<file path="config.mk">
export PLATFORM = sky130hd
export DESIGN_NAME = display_scan_ctrl
export DESIGN_NICKNAME = d
export VERILOG_FILES = /design/src/rtl/display_pkg.sv /design/src/rtl/display_scan_timer.sv /design/src/rtl/display_scan_ctrl.sv
export SDC_FILE = /design/constraint.sdc
export NUM_CORES = 1
export LEC_CHECK = 0
export ABC_CLOCK_PERIOD_IN_PS = 3400
export CAP_MARGIN = 10
export CORE_MARGIN = 3
export CORE_UTILIZATION = 35
export DETAILED_ROUTE_END_ITERATION = 10
export DONT_BUFFER_PORTS = 1
export GPL_TIMING_DRIVEN = 0
export SKIP_CTS_REPAIR_TIMING = 1
export SLEW_MARGIN = 40
export SYNTH_ARGS = -nofsm -noshare
export SYNTH_HDL_FRONTEND = slang
export SYNTH_HIERARCHICAL = 1
export SYNTH_SLANG_ARGS = --single-unit
</file>
<file path="constraint.sdc">
create_clock -name clk -period 3.4 [get_ports clk]
set_input_delay 0.68 -clock clk [delete_from_list [all_inputs] [get_ports clk]]
set_output_delay 0.68 -clock clk [all_outputs]
set_load 0.01 [all_outputs]
</file>
<file path="src/rtl/display_pkg.sv">
// Shared types and helpers for the multiplexed seven-segment scanner.
// Optional dimming is enabled with DISPLAY_SCAN_DIM_EN.
package display_pkg;

  typedef enum logic [1:0] {
    S_IDLE,
    S_GUARD,
    S_ON
  } state_t;

  localparam int CODE_W  = 5;
  localparam int MAX_DIG = 8;

  function automatic logic [MAX_DIG-1:0] digit_sel_n(
    input logic [2:0] idx,
    input int         ndig
  );
    logic [MAX_DIG-1:0] r;
    r = '1;
    if (int'(idx) < ndig) r[idx] = 1'b0;
    return r;
  endfunction

endpackage

</file>
<file path="src/rtl/display_scan_timer.sv">
// Slot/guard down-counter; tc flags the final cycle of an interval.
// Optional dimming (DISPLAY_SCAN_DIM_EN) lives in display_scan_ctrl.
module display_scan_timer #(
  parameter int CW = 4
) (
  input  logic          clk,
  input  logic          rst_n,
  input  logic          clr,
  input  logic          load,
  input  logic [CW-1:0] load_val,
  output logic [CW-1:0] cnt_nxt,
  output logic          tc
);

  logic [CW-1:0] cnt;

  always_comb begin
    cnt_nxt = cnt - 1'b1;
    unique case (1'b1)
      clr:     cnt_nxt = '0;
      load:    cnt_nxt = load_val;
      default: ;
    endcase
  end

  assign tc = (cnt == '0);

  always_ff @(posedge clk or negedge rst_n) begin
    if (!rst_n) cnt <= '0;
    else        cnt <= cnt_nxt;
  end

endmodule

</file>
<file path="src/rtl/display_scan_ctrl.sv">
// Digit scanner with double-buffered codes and blanking guard.
// Define DISPLAY_SCAN_DIM_EN to add the duty[3:0] brightness input.
module display_scan_ctrl
  import display_pkg::*;
#(
  parameter int NDIG  = 4,
  parameter int W     = CODE_W,
  parameter int PRESC = 1000,
  parameter int GUARD = 8
) (
  input  logic            clk,
  input  logic            rst_n,
  input  logic            en,
  input  logic            upd,
  input  logic [NDIG*W-1:0] codes,
`ifdef DISPLAY_SCAN_DIM_EN
  input  logic [3:0]      duty,
`endif
  output logic            upd_ack,
  output logic [W-1:0]    code_out,
  output logic [NDIG-1:0] dig_n,
  output logic            slot_done,
  output logic            frame_done
);

  localparam int CW = $clog2(PRESC);
  localparam int IW = (NDIG > 2) ? $clog2(NDIG) : 1;

  localparam logic [CW-1:0] ON_LD = CW'(PRESC - 1);
  localparam logic [CW-1:0] GD_LD =
    CW'((GUARD > 0) ? GUARD - 1 : 0);
  localparam logic [CW-1:0] SLOT_LD =
    (GUARD > 0) ? GD_LD : ON_LD;
  localparam state_t SLOT_ST =
    (GUARD > 0) ? S_GUARD : S_ON;
  localparam logic [IW-1:0] LAST = IW'(NDIG - 1);

  state_t        state, state_d;
  logic [IW-1:0] idx, idx_d;

  logic          t_clr, t_load, tc;
  logic [CW-1:0] t_val, cnt_nxt;

  logic [NDIG*W-1:0] staging, active, active_d;
  logic              pending, frame_end, xfer;

  logic [W-1:0]    code_d;
  logic [NDIG-1:0] dig_d;
  logic            slot_d, frame_d, lit;

  display_scan_timer #(.CW(CW)) u_timer (
    .clk      (clk),
    .rst_n    (rst_n),
    .clr      (t_clr),
    .load     (t_load),
    .load_val (t_val),
    .cnt_nxt  (cnt_nxt),
    .tc       (tc)
  );

  always_ff @(posedge clk or negedge rst_n) begin
    if (!rst_n) begin
      state <= S_IDLE;
      idx   <= '0;
    end else begin
      state <= state_d;
      idx   <= idx_d;
    end
  end

  always_comb begin
    state_d = state;
    idx_d   = idx;
    t_clr   = 1'b0;
    t_load  = 1'b0;
    t_val   = SLOT_LD;
    if (!en) begin
      state_d = S_IDLE;
      idx_d   = '0;
      t_clr   = 1'b1;
    end else begin
      unique case (state)
        S_IDLE: begin
          state_d = SLOT_ST;
          idx_d   = '0;
          t_load  = 1'b1;
        end
        S_GUARD: if (tc) begin
          state_d = S_ON;
          t_load  = 1'b1;
          t_val   = ON_LD;
        end
        S_ON: if (tc) begin
          state_d = SLOT_ST;
          t_load  = 1'b1;
          idx_d   = (idx == LAST) ? '0 : idx + 1'b1;
        end
        default: begin
          state_d = S_IDLE;
          idx_d   = '0;
          t_clr   = 1'b1;
        end
      endcase
    end
  end

  // Active only changes between frames or while idle, so no frame tears.
  assign frame_end = en && (state == S_ON) && tc && (idx == LAST);
  assign xfer      = pending && ((state == S_IDLE) || frame_end);
  assign active_d  = xfer ? staging : active;

  always_ff @(posedge clk or negedge rst_n) begin
    if (!rst_n) begin
      staging <= '0;
      active  <= '0;
      pending <= 1'b0;
      upd_ack <= 1'b0;
    end else begin
      if (upd) staging <= codes;
      active  <= active_d;
      pending <= upd | (pending & ~xfer);
      upd_ack <= upd;
    end
  end

`ifdef DISPLAY_SCAN_DIM_EN
  logic [3:0] phase_d;
  assign phase_d = 4'(ON_LD - cnt_nxt);
  assign lit     = (phase_d < duty);
`else
  assign lit = 1'b1;
`endif

  // Outputs are derived from next-state values so they line up with state.
  always_comb begin
    code_d  = '0;
    dig_d   = '1;
    slot_d  = 1'b0;
    frame_d = 1'b0;
    unique case (state_d)
      S_GUARD: code_d = active_d[W*int'(idx_d) +: W];
      S_ON: begin
        code_d = active_d[W*int'(idx_d) +: W];
        if (lit)
          dig_d = NDIG'(digit_sel_n(3'(idx_d), NDIG));
        slot_d  = (cnt_nxt == '0);
        frame_d = (cnt_nxt == '0) && (idx_d == LAST);
      end
      default: ;
    endcase
  end

  always_ff @(posedge clk or negedge rst_n) begin
    if (!rst_n) begin
      code_out   <= '0;
      dig_n      <= '1;
      slot_done  <= 1'b0;
      frame_done <= 1'b0;
    end else begin
      code_out   <= code_d;
      dig_n      <= dig_d;
      slot_done  <= slot_d;
      frame_done <= frame_d;
    end
  end

endmodule
</file>
# == Yosys cells after proc, flatten, opt, wreduce, memory -nomap -nowiden ==
# Index checks and enable logic that the tools add are counted.
# classes
magnitude_cmp,2
bitwise_logic,4
n_eq_ne,6
n_shift,1
n_mul,1
reduce_logical,13
mux,24
add_sub_neg,2
# op_table
cell,n
$mux 10,3
$logic_not 10->1,2
$mux 20,1
$pmux 10 s2,1
$shiftx 20x6->5,1
$mux 2,6
$sub 10x1->10 const B,1
$eq 2x2->1 const B,4
$mux 1,7
$logic_and 1x1->1,6
$pmux 2 s3,1
$mul 3x2->5 const A,1
$mux 5,1
$eq 2x1->1 const B,2
$lt 2x4->1 const B,1
$mux 4,1
$not 4->4,1
$pmux 2 s2,1
$reduce_or 2->1,2
$reduce_or 3->1,1
$add 2x1->2 const B,1
$demux 1 s2,1
$ge 2x1->1 const B,1
$logic_not 2->1,1
other kinds (5),5
# totals
word_cells,64
inputBits,24
reg_bits,67
output_inout_bits,12

# == Longest topological paths before layout ==
# depth
depth_word,11
mapped_depth,15
mapped_depth_nobuf,13

# == Cells and area by module ==
# Netlist, hierarchy kept.
# by_module_without_submodules
module,seq_area_each_um2,area_each_um2,cells_each,instances
display_scan_ctrl,1431.4,2703.8,227,1
display_scan_timer,250.2,611.8,63,1

# == Worst setup path before layout ==
# No wires, ideal clock.
# synth_timing
path_type,reg2reg
start,reg u_timer.cnt[0]
end,reg frame_done
setup_slack_ps,279
t_arrival_ps,3054
stages_incl_launch_ff,15
path_buffers,3
t_required_ps,3333
cell_sequence,dfrtp_1 inv_1 ha_1 or4b_4 nor3_1 buf_4 a21oi_1 nor2_1 buf_2 buf_1 o31ai_1 nor4b_1 nand2_1 nor4_1 and3_1
# synth_between
elab_chain_cells,8
# synth_lines
item,line_no,source
start: declaration,display_scan_timer.sv:15,logic [CW-1:0] cnt;
start signal: assignment,display_scan_timer.sv:30,else cnt <= cnt_nxt;
$logic_not 10->1,display_scan_timer.sv:26,assign tc = (cnt == '0);
via tc,display_scan_ctrl.sv:41,"logic t_clr, t_load, tc;"
$mux 1,"display_scan_ctrl.sv:88, display_scan_ctrl.sv:93",
$pmux 1 s2,display_scan_ctrl.sv:82,unique case (state)
$mux 1,display_scan_ctrl.sv:77,if (!en) begin
via t_load,display_scan_ctrl.sv:41,
$pmux 10 s2,display_scan_timer.sv:19,unique case (1'b1)
via cnt_nxt[1],display_scan_ctrl.sv:42,"logic [CW-1:0] t_val, cnt_nxt;"
$logic_not 10->1,display_scan_ctrl.sv:147,frame_d = (cnt_nxt == '0) && (idx_d == LAST);
$logic_and 1x1->1,display_scan_ctrl.sv:147,
$mux 1,display_scan_ctrl.sv:140,unique case (state_d)
via frame_d,display_scan_ctrl.sv:49,"logic slot_d, frame_d, lit;"
end signal: assignment,display_scan_ctrl.sv:163,frame_done <= frame_d;
end: declaration,display_scan_ctrl.sv:23,output logic frame_done
# The timed path passes the listed nets, and every way through them passes these cells.
# A chain may end at the register's enable or synchronous reset.

# == Worst setup path in the final report ==
# layout_timing
start,reg u_timer.cnt[1]
end,reg frame_done
# The elaborated chain is that of the path after synthesis.

==> results.tsv <==
stage	metric	value	unit
cts	cts_sinks	67	
sta	finalCritPeriodShare	0.9371	
synthesis	async_reset_ff_frac	1.000	
global_routing	grt_usage	0.1512	
finish	fill_cells	857	
critical_path	reg2reg_depth	14	
global_routing	grt_pass1_vias	2485	
synthesis	yosysMostFrequentCell	dfrtp_1	
drt	wl_per_cell	17.28	um
cts	cts_max_level	3	
cts	root_buffer	clkbuf_8	
finish	num_antenna_cells	0	
synthesis	synth_top_family_by_area	simple AND/OR/NAND/NOR gates	
cts	clk_pin_slew_worst_paths	0.08	ns
power_and_ir_drop	vdd_drop_max	346.4	uV
critical_path	crit_family	simple AND/OR/NAND/NOR gates	
placement	port_buffers	0	
finish	fin_nets	344	
placement	dp_slack	-0.4751	ns
sta	clock_skew	0.01144	ns
drt	dr_total_vias	2414	
power_and_ir_drop	p_leak	0.001664	uW
critical_path	cp_data_required_time	3.67	ns
sta	finalSetupViolCount	0	
drt	firstDrtPassIters	4	
critical_path	arrival	3.46	ns
synthesis	synth_compound_area_frac	0.1683	
placement	place_congestion	0.8246	
synthesis	synth_ff_type	dfrtp_1	
synthesis	netlist_instances	290	
synthesis	muxShareOfSynthArea	0.06792	
finish	layout-drive-gt1-share	0.2240	
critical_path	reg2reg_slack	0.21	ns
finish	area_growth	14.53	%
sta	fmax	0.3139	GHz
synthesis	synth-seq-area-share	0.5072	
global_routing	antenna_found_initial	0	
critical_path	path_buf_inv	3	
sta	slew_headroom	0.6399	
power_and_ir_drop	p_total	3027	uW
sta	fin_ws	0.2139	ns
critical_path	timing.rr.end	frame_done$_DFF_PN0_	
synthesis	yosys.area_share.adder	0.02642	
drt	wirelength	7654	um
drt	drcViolationCount	0	
cts	cts_tree	done	
floorplanning	start_util	0.3694	
synthesis	synth_area_leaders	dfrtp_1 (48%), mux2_2 (6.8%), and3_1 (4.5%), a21boi_1 (4.3%), or2_1 (3.8%)	
floorplanning	die_height	103.3	um
critical_path	path_cells	inv_1 > ha_1 > or4b_4 > nor3_4 > buf_4 > a21oi_1 > nor2_2 > buf_6 > nor2_1 > a22o_1 > nor4_2 > nand2_1 > nor4_4 > and3_1	
critical_path	crit_fanout	7	
synthesis	yosys.area.top_type_share	0.4755	
floorplanning	chipWidth	103.3	um
global_routing	grt_pass1_wl	12390	um
placement	dp_hpwl	5240	um
drt	first_iter_violations	67	
global_routing	grt_max_degree	68	
synthesis	synth_xor_area_frac	0.01057	
synthesis	syn_avg_cell_area	11.43	um^2
sta	finalMaxSlewViolations	0	
sta	fin_crit	3.186	ns
sta	hold_viol	0	
drt	ant_nets	0	
synthesis	synth_area	3316	um^2
synthesis	yosys_warnings	6	
synthesis	synth_area_leader_cell	dfrtp_1	
synthesis	synth-edff-count	0	
synthesis	ys_ff_latch	67	
sta	whs	0.02504	ns
cts	clk-insertion-delay-late	0.34	ns
floorplanning	die_area	10680	um^2
critical_path	criticalPathCategory	register to register	
sta	worst_pin_slew	0.5317	ns
status	status	complete, no violations	
critical_path	cpMaxStageDelayCell	or4b_4	
job	drv_cap	0	
critical_path	cp-end-kind	register	
floorplanning	core	8976	um^2
min_path	hp-class	input pin to async pin	
synthesis	synth_simple_gate_area_frac	0.1796	
finish	post-route-util	0.4231	
critical_path	r2r_start	u_timer/cnt[1]$_DFF_PN0_	
global_routing	overflow	0	
synthesis	ys_types	57	
power_and_ir_drop	powerDensity	797.1	nW/um^2
cts	cts_buffers	9	
cts	clockBufferDepth	2	
drt	via_per_inst	5.449	
floorplanning	rows	34	
critical_path	slowest_delay	0.52	ns
synthesis	synthTopCellsByCount	dfrtp_1 (63), and3_1 (24), mux2_2 (20), or2_1 (20), a21boi_1 (19)	
critical_path	cp-start-kind	register	
floorplanning	ioPinCount	36	
metal layers:
metal,wire [um],vias to the layer above,GRT usage
met1,3655,1212,0.2114
met4,129,0,0.05378
met2,3504,66,0.2250
met3,364,11,0.04225
met5,0,-,0
li1,-,1125,-
worst max path at each step:
| stage | startpoint | to | slack [ns] | cells after the start |
|---|---|---|---|---|
| after detailed placement | u_timer/cnt[0]$_DFF_PN0_ | frame_done$_DFF_PN0_ | -0.48 | 14 |
| after global routing | u_timer/cnt[1]$_DFF_PN0_ | frame_done$_DFF_PN0_ | -0.008 | 14 |
| after global placement | u_timer/cnt[0]$_DFF_PN0_ | frame_done$_DFF_PN0_ | -0.31 | 14 |
| after CTS | u_timer/cnt[0]$_DFF_PN0_ | frame_done$_DFF_PN0_ | -0.49 | 14 |
| final | u_timer/cnt[1]$_DFF_PN0_ | frame_done$_DFF_PN0_ | 0.21 | 14 |
| after floorplan | u_timer/cnt[0]$_DFF_PN0_ | frame_done$_DFF_PN0_ | 0.28 | 14 |
flip-flops by register name, summed over array words and instances (netlist names):
signal       cells
active          20
idx              2
state            2
code_out         5
u_timer/cnt     10
staging         20
slot_done        1
frame_done       1
pending          1
dig_n            4
upd_ack          1
power by group:
part / internal (uW) / switching [uW]
Combinational: 573 / 662
Sequential: 1020 / 123
Clock: 335 / 315
metrics by stage:
stage                      TNS [ns]  std cells  cell area, um^2
final                             0        443             3797
after floorplan                   0        293             3327
after CTS                   -0.8472        434             3676
after detailed placement    -0.8224        419             3485
after global placement      -0.4756        419             3485
after global routing      -0.008357        443             3797
cells in the final DEF (no fill, tap or decap), types with 3 or more instances in the layout:
cell | synthesis | routed
dfrtp_1 | 63 | 63
and3_1 | 24 | 24
or2_1 | 20 | 20
mux2_2 | 20 | 20
a21boi_1 | 19 | 19
buf_4 | 3 | 12
o221ai_1 | 10 | 10
nand2_1 | 9 | 9
clkbuf_8 | 0 | 9
inv_1 | 8 | 8
clkbuf_1 | 8 | 8
ha_1 | 7 | 7
o21ai_0 | 6 | 6
o22ai_1 | 5 | 5
o2111ai_1 | 5 | 5
a41oi_1 | 5 | 5
conb_1 | 2 | 5
nor3b_1 | 5 | 5
buf_6 | 3 | 4
dfstp_2 | 4 | 4
nor2_1 | 4 | 3
xnor2_1 | 3 | 3
nand3_1 | 3 | 3
nor3_1 | 4 | 3
o31ai_1 | 3 | 3
or3_1 | 3 | 3
o311ai_1 | 2 | 3
cells by family after synthesis:
| family | count (synthesis) |
|---|---|
| fa+ha+maj | 7 |
| mux | 20 |
| flops | 67 |
| other cells | 2 |
| buf+inv | 24 |
| xor+xnor | 4 |
| simple gates | 94 |
| compound gates | 72 |
worst reg2reg max path: cells and delay by family (launching register included):
kind                       cells  cell delay [ns]
adders and majority gates      1             0.18
buffers and inverters          3             0.38
AOI/OAI and AO/OA              2             0.31
and+or+nand+nor                8             1.86
DFF                            1             0.40
cell type report:
type | instances | area, um^2 | share of cell area
Tap cell | 126 | 157.7 | 0.04152
Sequential cell | 67 | 1682 | 0.4428
Inverter | 8 | 30.03 | 0.007908
Multi-Input combinational cell | 202 | 1562 | 0.4112
Timing Repair Buffer | 9 | 70.07 | 0.01845
Buffer | 16 | 105.1 | 0.02768
Clock buffer | 9 | 123.9 | 0.03262
Clock inverter | 6 | 67.56 | 0.01779
Note: power is estimated with default switching activity, not from simulation.
